**src/rtl/dmem_controller.sv**
```systemverilog
// Round-robin front-end that shares the word-wide data_memory between the core
// load/store port (m0) and the word-only debug/DMA port (m1).
module dmem_controller #(
    parameter int ADDR_W = 32,
    parameter int DATA_W = 32
) (
    input  logic              clk,
    input  logic              rst_n,
    input  logic              m0_req,
    input  logic              m0_we,
    input  logic [1:0]        m0_size,
    input  logic              m0_unsigned,
    input  logic [ADDR_W-1:0] m0_addr,
    input  logic [DATA_W-1:0] m0_wdata,
    output logic              m0_gnt,
    output logic              m0_rvalid,
    output logic [DATA_W-1:0] m0_rdata,
    input  logic              m1_req,
    input  logic              m1_we,
    input  logic [ADDR_W-1:0] m1_addr,
    input  logic [DATA_W-1:0] m1_wdata,
    output logic              m1_gnt,
    output logic              m1_rvalid,
    output logic [DATA_W-1:0] m1_rdata,
    output logic [ADDR_W-1:0] mem_addr,
    output logic              mem_we,
    output logic [DATA_W-1:0] mem_wdata,
    input  logic [DATA_W-1:0] mem_rdata
);

    // state  | meaning
    // IDLE   | no access in flight, arbitrate and grant
    // ACCESS | memory addressed: load capture, word write, or RMW read
    // RMW_WR | write back merged word of a sub-word store
    typedef enum logic [1:0] {IDLE, ACCESS, RMW_WR} state_t;

    state_t            state_q;
    logic              ptr_q;
    logic              owner_q;
    logic              we_q;
    logic              uns_q;
    logic [1:0]        size_q;
    logic [ADDR_W-1:0] addr_q;
    logic [DATA_W-1:0] wdata_q;
    logic [DATA_W-1:0] merged_q;
    logic [DATA_W-1:0] m0_rdata_q;
    logic [DATA_W-1:0] m1_rdata_q;
    logic              m0_rvalid_q;
    logic              m1_rvalid_q;

    logic              gnt0;
    logic              gnt1;
    logic              sub_word;
    logic              word_wr;
    logic [DATA_W-1:0] byte_sh;
    logic [DATA_W-1:0] half_sh;
    logic [DATA_W-1:0] load_d;
    logic [DATA_W-1:0] merged_d;

    // ptr_q = 0 favours m0 on a tie, 1 favours m1
    assign gnt0 = rst_n && (state_q == IDLE) && m0_req && (!m1_req || !ptr_q);
    assign gnt1 = rst_n && (state_q == IDLE) && m1_req && (!m0_req || ptr_q);

    assign sub_word = !size_q[1];
    assign word_wr  = (state_q == ACCESS) && we_q && !sub_word;

    assign m0_gnt    = gnt0;
    assign m1_gnt    = gnt1;
    assign m0_rvalid = m0_rvalid_q;
    assign m1_rvalid = m1_rvalid_q;
    assign m0_rdata  = m0_rdata_q;
    assign m1_rdata  = m1_rdata_q;

    assign mem_addr  = (state_q == IDLE) ? '0 : {addr_q[ADDR_W-1:2], 2'b00};
    assign mem_we    = word_wr || (state_q == RMW_WR);
    assign mem_wdata = (state_q == RMW_WR) ? merged_q : (word_wr ? wdata_q : '0);

    assign byte_sh = mem_rdata >> {addr_q[1:0], 3'b000};
    assign half_sh = mem_rdata >> {addr_q[1], 4'b0000};

    always_comb begin
        load_d   = mem_rdata;
        merged_d = mem_rdata;
        case (size_q)
            2'b00: begin
                load_d = {{(DATA_W-8){!uns_q && byte_sh[7]}}, byte_sh[7:0]};
                merged_d[{addr_q[1:0], 3'b000} +: 8] = wdata_q[7:0];
            end
            2'b01: begin
                load_d = {{(DATA_W-16){!uns_q && half_sh[15]}}, half_sh[15:0]};
                merged_d[{addr_q[1], 4'b0000} +: 16] = wdata_q[15:0];
            end
            default: begin
                load_d   = mem_rdata;
                merged_d = mem_rdata;
            end
        endcase
    end

    always_ff @(posedge clk or negedge rst_n) begin
        if (!rst_n) begin
            state_q     <= IDLE;
            ptr_q       <= 1'b0;
            owner_q     <= 1'b0;
            we_q        <= 1'b0;
            uns_q       <= 1'b0;
            size_q      <= 2'b00;
            addr_q      <= '0;
            wdata_q     <= '0;
            merged_q    <= '0;
            m0_rdata_q  <= '0;
            m1_rdata_q  <= '0;
            m0_rvalid_q <= 1'b0;
            m1_rvalid_q <= 1'b0;
        end else begin
            m0_rvalid_q <= 1'b0;
            m1_rvalid_q <= 1'b0;
            case (state_q)
                IDLE: begin
                    if (gnt0 || gnt1) begin
                        owner_q <= gnt1;
                        ptr_q   <= gnt0;
                        addr_q  <= gnt1 ? m1_addr  : m0_addr;
                        we_q    <= gnt1 ? m1_we    : m0_we;
                        wdata_q <= gnt1 ? m1_wdata : m0_wdata;
                        size_q  <= gnt1 ? 2'b10    : m0_size;
                        uns_q   <= gnt1 ? 1'b0     : m0_unsigned;
                        state_q <= ACCESS;
                    end
                end
                ACCESS: begin
                    if (!we_q) begin
                        if (owner_q) begin
                            m1_rdata_q  <= load_d;
                            m1_rvalid_q <= 1'b1;
                        end else begin
                            m0_rdata_q  <= load_d;
                            m0_rvalid_q <= 1'b1;
                        end
                        state_q <= IDLE;
                    end else if (sub_word) begin
                        merged_q <= merged_d;
                        state_q  <= RMW_WR;
                    end else begin
                        state_q <= IDLE;
                    end
                end
                RMW_WR:  state_q <= IDLE;
                default: state_q <= IDLE;
            endcase
        end
    end

endmodule

```
**config.mk**
```make
export PLATFORM = sky130hd
export DESIGN_NAME = dmem_controller
export DESIGN_NICKNAME = d
export VERILOG_FILES = /design/src/rtl/dmem_controller.sv
export SDC_FILE = /design/constraint.sdc
export NUM_CORES = 1
export LEC_CHECK = 0
export BUFFER_PORTS_ARGS = -buffer_cell sky130_fd_sc_hd__clkbuf_2
export CAP_MARGIN = 25
export CORE_MARGIN = 2
export CORE_UTILIZATION = 47
export CTS_CLUSTER_SIZE = 40
export DETAILED_ROUTE_END_ITERATION = 8
export GPL_TIMING_DRIVEN = 0
export PLACE_DENSITY = 0.77
export SLEW_MARGIN = 20
export SYNTH_ARGS = -nofsm -noshare
export SYNTH_HDL_FRONTEND = slang
export SYNTH_SLANG_ARGS = --single-unit
```
**constraint.sdc**
```tcl
create_clock -name clk -period 2.15 [get_ports clk]
set_input_delay 0 -clock clk [delete_from_list [all_inputs] [get_ports clk]]
set_output_delay 0 -clock clk [all_outputs]
set_load 0.02 [all_outputs]
```
==> results of run 1 <==
-- path summary, 6_finish.rpt --
check / startpoint / to / slack [ns] / depth (start not counted)
max in group asynchronous: rst_n / state_q[0] / 1.94 / 3
min: rst_n / m0_rdata[14] / -0.52 / 1
max reg2reg: addr_q[0] / merged_q[9] / 0.007 / 7
min reg2reg: merged_q[6] / merged_q[6] / 0.52 / 1
min in group clk: mem_rdata[28] / m0_rdata[28] / 0.02 / 3
max: addr_q[0] / merged_q[9] / 0.007 / 7
-- metal layers --
metal,wire [µm],up-vias,part of all wire
li1,-,5038,-
met1,15330,5479,0.38
met2,18860,813,0.46
met3,4277,156,0.11
met4,2242,0,0.055
met5,0,-,0
-- metrics by stage --
stage / worst slack [ns] / setup TNS (ns) / instance area (µm²) / instances / util
final: 0.007007 / 0 / 13850 / 1837 / 0.6889
after detailed placement: -0.6489 / -41.93 / 11430 / 1641 / 0.5686
after global placement: -2.832 / -543.23 / 11400 / 1640 / 0.5668
after floorplan: 0.05874 / 0 / 9567 / 1072 / -
after CTS: 0.006138 / 0 / 13660 / 1830 / 0.6794
after global routing: -0.02271 / -0.1092 / 13850 / 1837 / 0.6889
-- cell families (layout without fill, tap and decap cells) --
group,Yosys count,after routing,synth area share
fa+ha+maj,5,5,0.006542
buf+inv,150,645,0.06503
other cells,1,2,0.0003921
flops,170,170,0.4449
compound gates,383,383,0.2716
mux,33,33,0.03598
simple gates,329,329,0.1756
-- power by group through the flow --
stage	sequential [mW]	clock [mW]	combinational, mW
finish	5.48	3.07	6.66
global route	5.58	3.21	7.19
CTS	5.42	3.08	6.38
detailed placement	5.47	0	6.04
global placement	5.44	0	5.94
floorplan	5.85	0	3.33
-- sequential cells by signal (all words and copies together), names as in the netlist --
register	flops
wdata_q	32
addr_q	32
merged_q	32
m1_rvalid	1
m0_rdata	32
uns_q	1
m1_rdata	32
we_q	1
owner_q	1
ptr_q	1
state_q	2
size_q	2
m0_rvalid	1
-- timing repair --
| action | CTS | global route |
|---|---|---|
| resized for setup | 24 | 38 |
| pin swaps | 0 | 1 |
| buffers inserted | 4 | 5 |
| endpoints found under the hold margin | 277 | 125 |
| setup endpoints to repair | 104 | 86 |
| gates cloned | 0 | 1 |
| hold buffers | 154 | 1 |
-- cell type report --
type,instances,area [µm²],share of cell area
multi-input combinational,752,4796,0.3463
sequential,170,4257,0.3073
timing repair buffer,464,3201,0.2311
buffer,131,605.6,0.04372
clock buffer,17,425.4,0.03071
tap,270,337.8,0.02439
clock inverter,15,155.1,0.01120
inverter,18,73.82,0.005330
-- cell usage in the layout (no fill, tap or decap), types with 3 or more instances in the layout --
master and count:
a21oi_1 101, a221o_1 3, a221oi_1 17, a22o_1 3, a311oi_1 7, a31oi_1 105, a32oi_1 8, a41oi_1 32
and2_1 10, and3b_1 7, buf_1 11, buf_2 19, buf_4 14, buf_6 4, clkbuf_1 75, clkbuf_16 19
clkbuf_2 309, clkbuf_4 4, clkinvlp_4 4, dfrtp_1 168, dlygate4sd3_1 154, ha_1 3, inv_1 15, inv_6 3
inv_8 5, mux2_2 11, mux2i_1 21, nand2_1 96, nand2b_1 14, nand3_1 5, nand4_1 71, nor2_1 76
nor2b_1 34, nor3b_1 3, o21ai_0 4, o22ai_2 6, o2bb2ai_1 16, o311ai_0 5, o31ai_1 65
==> results.txt, run 1 <==
The data arrival time of the worst path is 2.49 ns. 302 I/O pins were placed. The final count of pins violating max slew is 0.

TritonCTS built the clock tree. The residual DRC count is 0. The wire length of the first global-routing pass came out at 61920 µm.

The area growth from synthesis to final layout came out at 44.84%. The most common flop cell mapped by yosys is dfrtp_1. The worst hold path class is input port to asynchronous set/reset pin.

A synthesized cell averages 8.929 µm². The critical path capture point type is a register. The sort of element at the start of the critical path is a register. In this run the remaining antenna-violating nets after routing total 0. The worst-path cell with the longest stage delay is or4_4.

The run finished, with violations left. Buffers placed on the I/O ports in this run total 298. The fraction of registers with async set/reset is 1.000. The via count of the first global-routing pass is 11.07k. The ratio of cells with drive above 1 in the final layout came out at 0.2706. The total power after layout came out at 15.21 mW. The share of the synthesized area in the top cell type came out at 0.4449. For met2 alone, demand over resource in global routing was 0.5904. The number of cells produced by synthesis is 1071. The met1 layer usage reported by global route came out at 0.4839. Across all hold checks on the routed design, the worst slack comes to -0.5162 ns. The checks that failed: hold timing.

The relative contribution of combinational cells to total power is 0.438. For this configuration, the core starts out at a cell density of 0.4757. Clock-pin slew was measured on the worst setup and hold paths at 0.07 ns. The internal portion of the total power is 8.486 mW. The required time at the endpoint of the critical path came out at 2.50 ns.

The switching portion of total power came out at 0.4422. At the end of routability-driven placement, the weighted congestion stood at 0.9582. The vertical extent of the die came out at 146.6 µm.

The global routing stage identified its most utilized layer as met2. The net count of the finished layout is 1728. The largest single stage delay on the critical path is 0.49 ns. Summed over all nets, the half-perimeter wirelength after detailed placement is 27860 µm. The number of iterations in the first detailed-routing pass is 8.

The relative contribution of the clock network to total power is 0.202. The via count normalized by instance count came out at 6.253. The largest fanout on the critical path came out at 8. The area enclosed by the die boundary came out at 21500 µm². The leakage component of the power is 6.006 nW. The number of setup violations in the final report came out at 0. The sequential fraction of the synthesis area came out at 0.4449. The count of inserted antenna diode cells came out at 0.

The share of the cycle needed by the critical path after routing came out at 0.9967. The count of maximum capacitance violations came out at 0. The total area inside the core boundary comes to 20100 µm². The synthesized design contains 0 enable-type register cells. The power density normalized to cell area is 1098 nW/µm². Ranked by total cell area, the synthesized netlist is headed by dfrtp_1 (44%), a31oi_1 (6.9%), a21oi_1 (5.3%), o31ai_1 (5.1%), nand4_1 (4.6%). The peak clock frequency supported by timing came out at 466.6 MHz.

The post-synthesis cell type count is 50. The number of DRC markers after the initial detailed-route iteration is 1315. The clock drives 170 sinks. The sequential cell fraction of total power came out at 0.360. The initial antenna violation count came out at 0. Clock skew on the completed layout was measured at 0.01453 ns. The total count of hold-check failures in the final report came out at 170. The via total after detailed routing is 11.49k. The number of placement rows came out at 52. The number of storage elements in the synthesis netlist is 170.

The clock latency on the worst-skew pair is 0.44 ns. Counting I/O delays and the setup requirement, the final critical path takes 2.143 ns. Entering global routing, the biggest net connects 91 pins. In this run the number of H-tree levels came out at 4. The worst-case clock buffer depth is 2.

The transition time of the tightest slew-check pin is 0.7434 ns. In the post-synthesis netlist, the cell with the most instances is dfrtp_1. The peak ir drop on the vdd network came out at 0.5972 mV. The critical path contains buffers and inverters numbering 3 combined. The number of buffers inserted during clock tree synthesis came out at 17. The total detailed-routing wirelength came out at 40710 µm. The setup path with the least slack is of type register to register. In this run the cell area of the synthesized design comes to 9563 µm². The number of fill cells in the layout is 1546. The total congestion overflow is 0. The total track usage is 0.3693.

The biggest area contributor in the post-synthesis netlist is dfrtp_1. The Yosys step of the flow raised 0 warnings. Counting instances in the post-synthesis netlist gives the leading cell types as dfrtp_1 (170), a31oi_1 (106), a21oi_1 (102), nand2_1 (96), clkbuf_1 (92). The relative max-transition margin came out at 0.5035. Grouping stages by cell kind, the critical path spends the most delay in simple AND/OR/NAND/NOR gates. The critical path goes through buf_6 > clkinvlp_4 > ha_4 > or3_4 > or4_4 > buf_8 > o22ai_2. The root buffer cell chosen for the clock tree is clkbuf_16. The chip width came out at 146.6 µm. The switching power came out at 6.726 mW. The post-detailed-route wirelength per cell came out at 22.16 µm. For met3 alone, demand over resource in global routing was 0.06594.
No activity file was read; power rests on OpenSTA's default activity.
==> run 2: changes to the inputs <==
--- a/config.mk
+++ b/config.mk
@@ -13,6 +13,8 @@
 export DETAILED_ROUTE_END_ITERATION = 8
 export GPL_TIMING_DRIVEN = 0
 export PLACE_DENSITY = 0.77
+export RECOVER_POWER = 25
+export SETUP_SLACK_MARGIN = 0.5
 export SLEW_MARGIN = 20
 export SYNTH_ARGS = -nofsm -noshare
 export SYNTH_HDL_FRONTEND = slang
==> run 2 against run 1 <==
Net effect: the flow finishes with violations (hold timing, setup timing); clock skew increased by 0.0090 ns; setup slack worse by 0.015 ns; sequential cell count unchanged; sequential share of layout area down 6.7 points; non-clock buffer count is 84 higher; wire length rose by 44%; worst hold slack lost 0.020 ns; critical path type is now register to output port; critical endpoint is now mem_wdata[9].
==> results.txt, run 2 (synthesized netlist as in run 1, its figures left out) <==
The share of the cycle needed by the critical path after routing is 1.004 (was 0.9967). The total detailed-routing wirelength is 58730 µm (was 40710 µm). The worst hold path class is input port to asynchronous set/reset pin (unchanged). Cells along the critical path: buf_6 > nor2b_4 > a31oi_4 > buf_12 > buf_8 > a21oi_4 > buf_4 (was buf_6 > clkinvlp_4 > ha_4 > or3_4 > or4_4 > buf_8 > o22ai_2). The CTS H-tree depth is 4 (unchanged). The relative contribution of combinational cells to total power was 0.528 (was 0.438). The initial antenna violation count is 3 (was 0). The slack of the worst reg-to-reg path is 0.09 ns (was 0.007 ns).

The worst setup path startpoint is state_q[1] (was addr_q[0]). The critical path buffer and inverter count came out at 4 (was 3). The family of cells with the greatest summed delay on the critical path is buffers and inverters (was simple AND/OR/NAND/NOR gates).

The total congestion overflow came out at 0 (unchanged). The vertical extent of the die came out at 146.6 µm (unchanged). The chip width is 146.6 µm (unchanged).

The clock tree from TritonCTS is done (unchanged). The required time at the endpoint of the critical path is 2.15 ns (was 2.50 ns). The area growth from synthesis to final layout is 85.44% (was 44.84%). The setup TNS came to -0.008297 ns (was 0 ns). The peak ir drop on the vdd network is 0.7073 mV (was 0.5972 mV). The number of buffers added on ports is 298 (unchanged). The total track usage came to 0.4194 (was 0.3693).

The type of the worst setup path is register to output port (was register to register). The largest fanout on the critical path was 6 (was 8). The ratio of cells with drive above 1 in the final layout came out at 0.4688 (was 0.2706).

The number of setup violations in the final report came to 1 (was 0). The area enclosed by the die boundary came out at 21500 µm² (unchanged). The worst-case clock buffer depth is 2 (unchanged). The stage delay of the slowest cell on the critical path is 0.49 ns (about the same). The switching portion of total power came out at 0.4678 (was 0.4422).

The number of placed I/O pins is 302 (unchanged). The total count of hold-check failures in the final report came out at 124 (was 170). The worst-case setup margin in the final layout is -0.008297 ns (was 0.007007 ns). The register area was 4257 µm² (unchanged). The wire length of the first global-routing pass came out at 70260 µm (was 61920 µm).

The worst-case reg-to-reg path depth is 8 (was 7). The sort of element at the start of the critical path was a register (unchanged). The post-cts hold buffer count was 157 (was 154). The via count normalized by instance count is 7.228 (was 6.253). The core area came to 20100 µm² (unchanged).

The via total after detailed routing is 13.90k (was 11.49k). The number of fill cells in the layout was 769 (was 1546). The number of placement rows came to 52 (unchanged). The via count of the first global-routing pass came out at 12.46k (was 11.07k). The number of DRC markers after the initial detailed-route iteration was 2024 (was 1315). Most frequent cells in the layout: clkbuf_2 (286), dfrtp_1 (168), dlygate4sd3_1 (157), nand2_1 (94), a31oi_1 (88) (was clkbuf_2 (309), dfrtp_1 (168), dlygate4sd3_1 (154), a31oi_1 (105), a21oi_1 (101)). The critical path capture point type is an output port (was register).

The number of buffers inserted during clock tree synthesis came out at 17 (unchanged). The final critical-path required period is 2.158 ns (was 2.143 ns). The residual DRC count came to 0 (unchanged). The power density normalized to cell area is 1080 nW/µm² (was 1098 nW/µm²). The sequential cell fraction of total power is 0.300 (was 0.360). Failing checks: hold timing, setup timing (was hold timing). The net count of the finished layout came out at 1812 (was 1728). The area of combinational cells with multiple inputs is 6789 µm² (was 4796 µm²). The leakage component of the power is 7.368 nW (was 6.006 nW). The number of gates on the worst path with buffers counted came out at 7 (unchanged).

The worst-path cell with the longest stage delay is dfrtp_2 (was or4_4). The final count of pins violating max slew came out at 0 (unchanged). The number of iterations in the first detailed-routing pass came out at 7 (was 8).

The relative max-transition margin came out at 0.1642 (was 0.5035). Status: finished, violations left (unchanged). The final standard cell utilization of the core came to 0.8821 (was 0.6889). The post-route worst hold slack came out at -0.5366 ns (was -0.5162 ns). The peak clock frequency supported by timing came out at 463.3 MHz (was 466.6 MHz). The cell internal power dissipation came out at 10.19 mW (was 8.486 mW). The final weighted congestion in routability-driven placement is 0.9581 (was 0.9582). The clock transition at the registers of the reported paths came out at 0.08 ns (was 0.07 ns). The maximum number of pins on one net before global-route repair was 83 (was 91). The clock tree root driver cell is clkbuf_16 (unchanged).

The switching power is 8.957 mW (was 6.726 mW). The post-detailed-route wirelength per cell is 30.54 µm (was 22.16 µm). The effective utilization at floorplan is 0.4757 (unchanged). The transition time of the tightest slew-check pin came to 1.254 ns (was 0.7434 ns). The most frequent standard cell in the layout excluding fill and tap cells is clkbuf_2 (unchanged).

The post-detailed-route count of antenna-violating nets came out at 0 (unchanged). The count of maximum capacitance violations came out at 0 (unchanged). The worst clock skew came out at 0.02350 ns (was 0.01453 ns). The clock latency on the worst-skew pair is 0.48 ns (was 0.44 ns). The relative contribution of the clock network to total power came to 0.173 (was 0.202). The startpoint of the worst-slack reg-to-reg timing path is addr_q[1] (was addr_q[0]). Setup repair after global routing could not meet its margin everywhere. The HPWL after detailed placement came to 28000 µm (was 27860 µm). The data arrival time of the worst path came to 2.16 ns (was 2.49 ns). The total number of clock tree sinks came out at 170 (unchanged).
## run 2: changes by cell type in the layout (fill, tap and decap cells not counted), sizes merged
cell         change
bufinv           +1
clkbuf          -52
buf            +132
diode            +2
clkinvlp         -3
dlygate4sd3      +3
bufbuf           +1
inv              +1
clkinv           +1
## run 2: final cells by class
type | count | share of cell area
multi-input cells | 752 | 0.3828
repair buffers | 547 | 0.2521
flip-flops and latches | 170 | 0.2400
plain buffers | 132 | 0.06668
clock buffers | 17 | 0.02399
well taps | 270 | 0.01905
clock inverters | 15 | 0.01009
inverters | 18 | 0.004939
diodes | 2 | 0.0002822
## run 2: power groups by stage
| stage | sequential (mW) | combinational (mW) | clock, mW |
|---|---|---|---|
| finish | 5.74 | 10.1 | 3.30 |
| global route | 5.77 | 10.4 | 3.41 |
| CTS | 5.41 | 7.56 | 3.19 |
| floorplan | 5.85 | 3.39 | 0 |
| detailed placement | 5.44 | 6.11 | 0 |
| global placement | 5.41 | 6.00 | 0 |
## run 2: through the flow
| step | total power [mW] | instance area [µm²] | worst slack, ns | hold WS [ns] | instances |
|---|---|---|---|---|---|
| after detailed placement | 11.55 | 11500 | -0.6636 | 0.07331 | 1641 |
| after CTS | 16.16 | 15640 | 0.2116 | -0.4945 | 1880 |
| after global routing | 19.60 | 17730 | -0.02435 | -0.5085 | 1921 |
| after global placement | 11.41 | 11460 | -2.856 | 0.2405 | 1640 |
| final | 19.15 | 17730 | -0.008297 | -0.5366 | 1923 |
| after floorplan | 9.242 | 9630 | 0.3201 | -0.2956 | 1072 |
## run 2: per-layer routing
layer  GRT usage  wire length (µm)  up-vias
li1            -                 -     5227
met4      0.2850              6706        0
met3      0.1147              8390      612
met1      0.4972             17900     6498
met2      0.6664             25720     1562
met5           0                 0        -
## run 2: worst reg2reg max path, cell delays in order, from the launching register on
cell and delay, ns:
dfrtp_1 0.44, buf_6 0.18, inv_8 0.05, buf_4 0.13, buf_6 0.11, or4_4 0.53
buf_8 0.16, buf_6 0.13, a31oi_1 0.22
## run 2: worst paths after layout
path | end
min in group clk | merged_q[28]
max reg2reg | m1_rdata[8]
max | mem_wdata[9]
min reg2reg | merged_q[4]
max in group asynchronous | wdata_q[25]
min | m0_rdata[13]
## run 2: repair_timing
item | in CTS | in global routing
gates resized for setup | 342 | 417
buffers inserted | 39 | 31
pin swaps | 99 | 100
endpoints found under the setup margin | 234 | 228
hold endpoints to repair | 234 | 124
gates cloned | 11 | 10
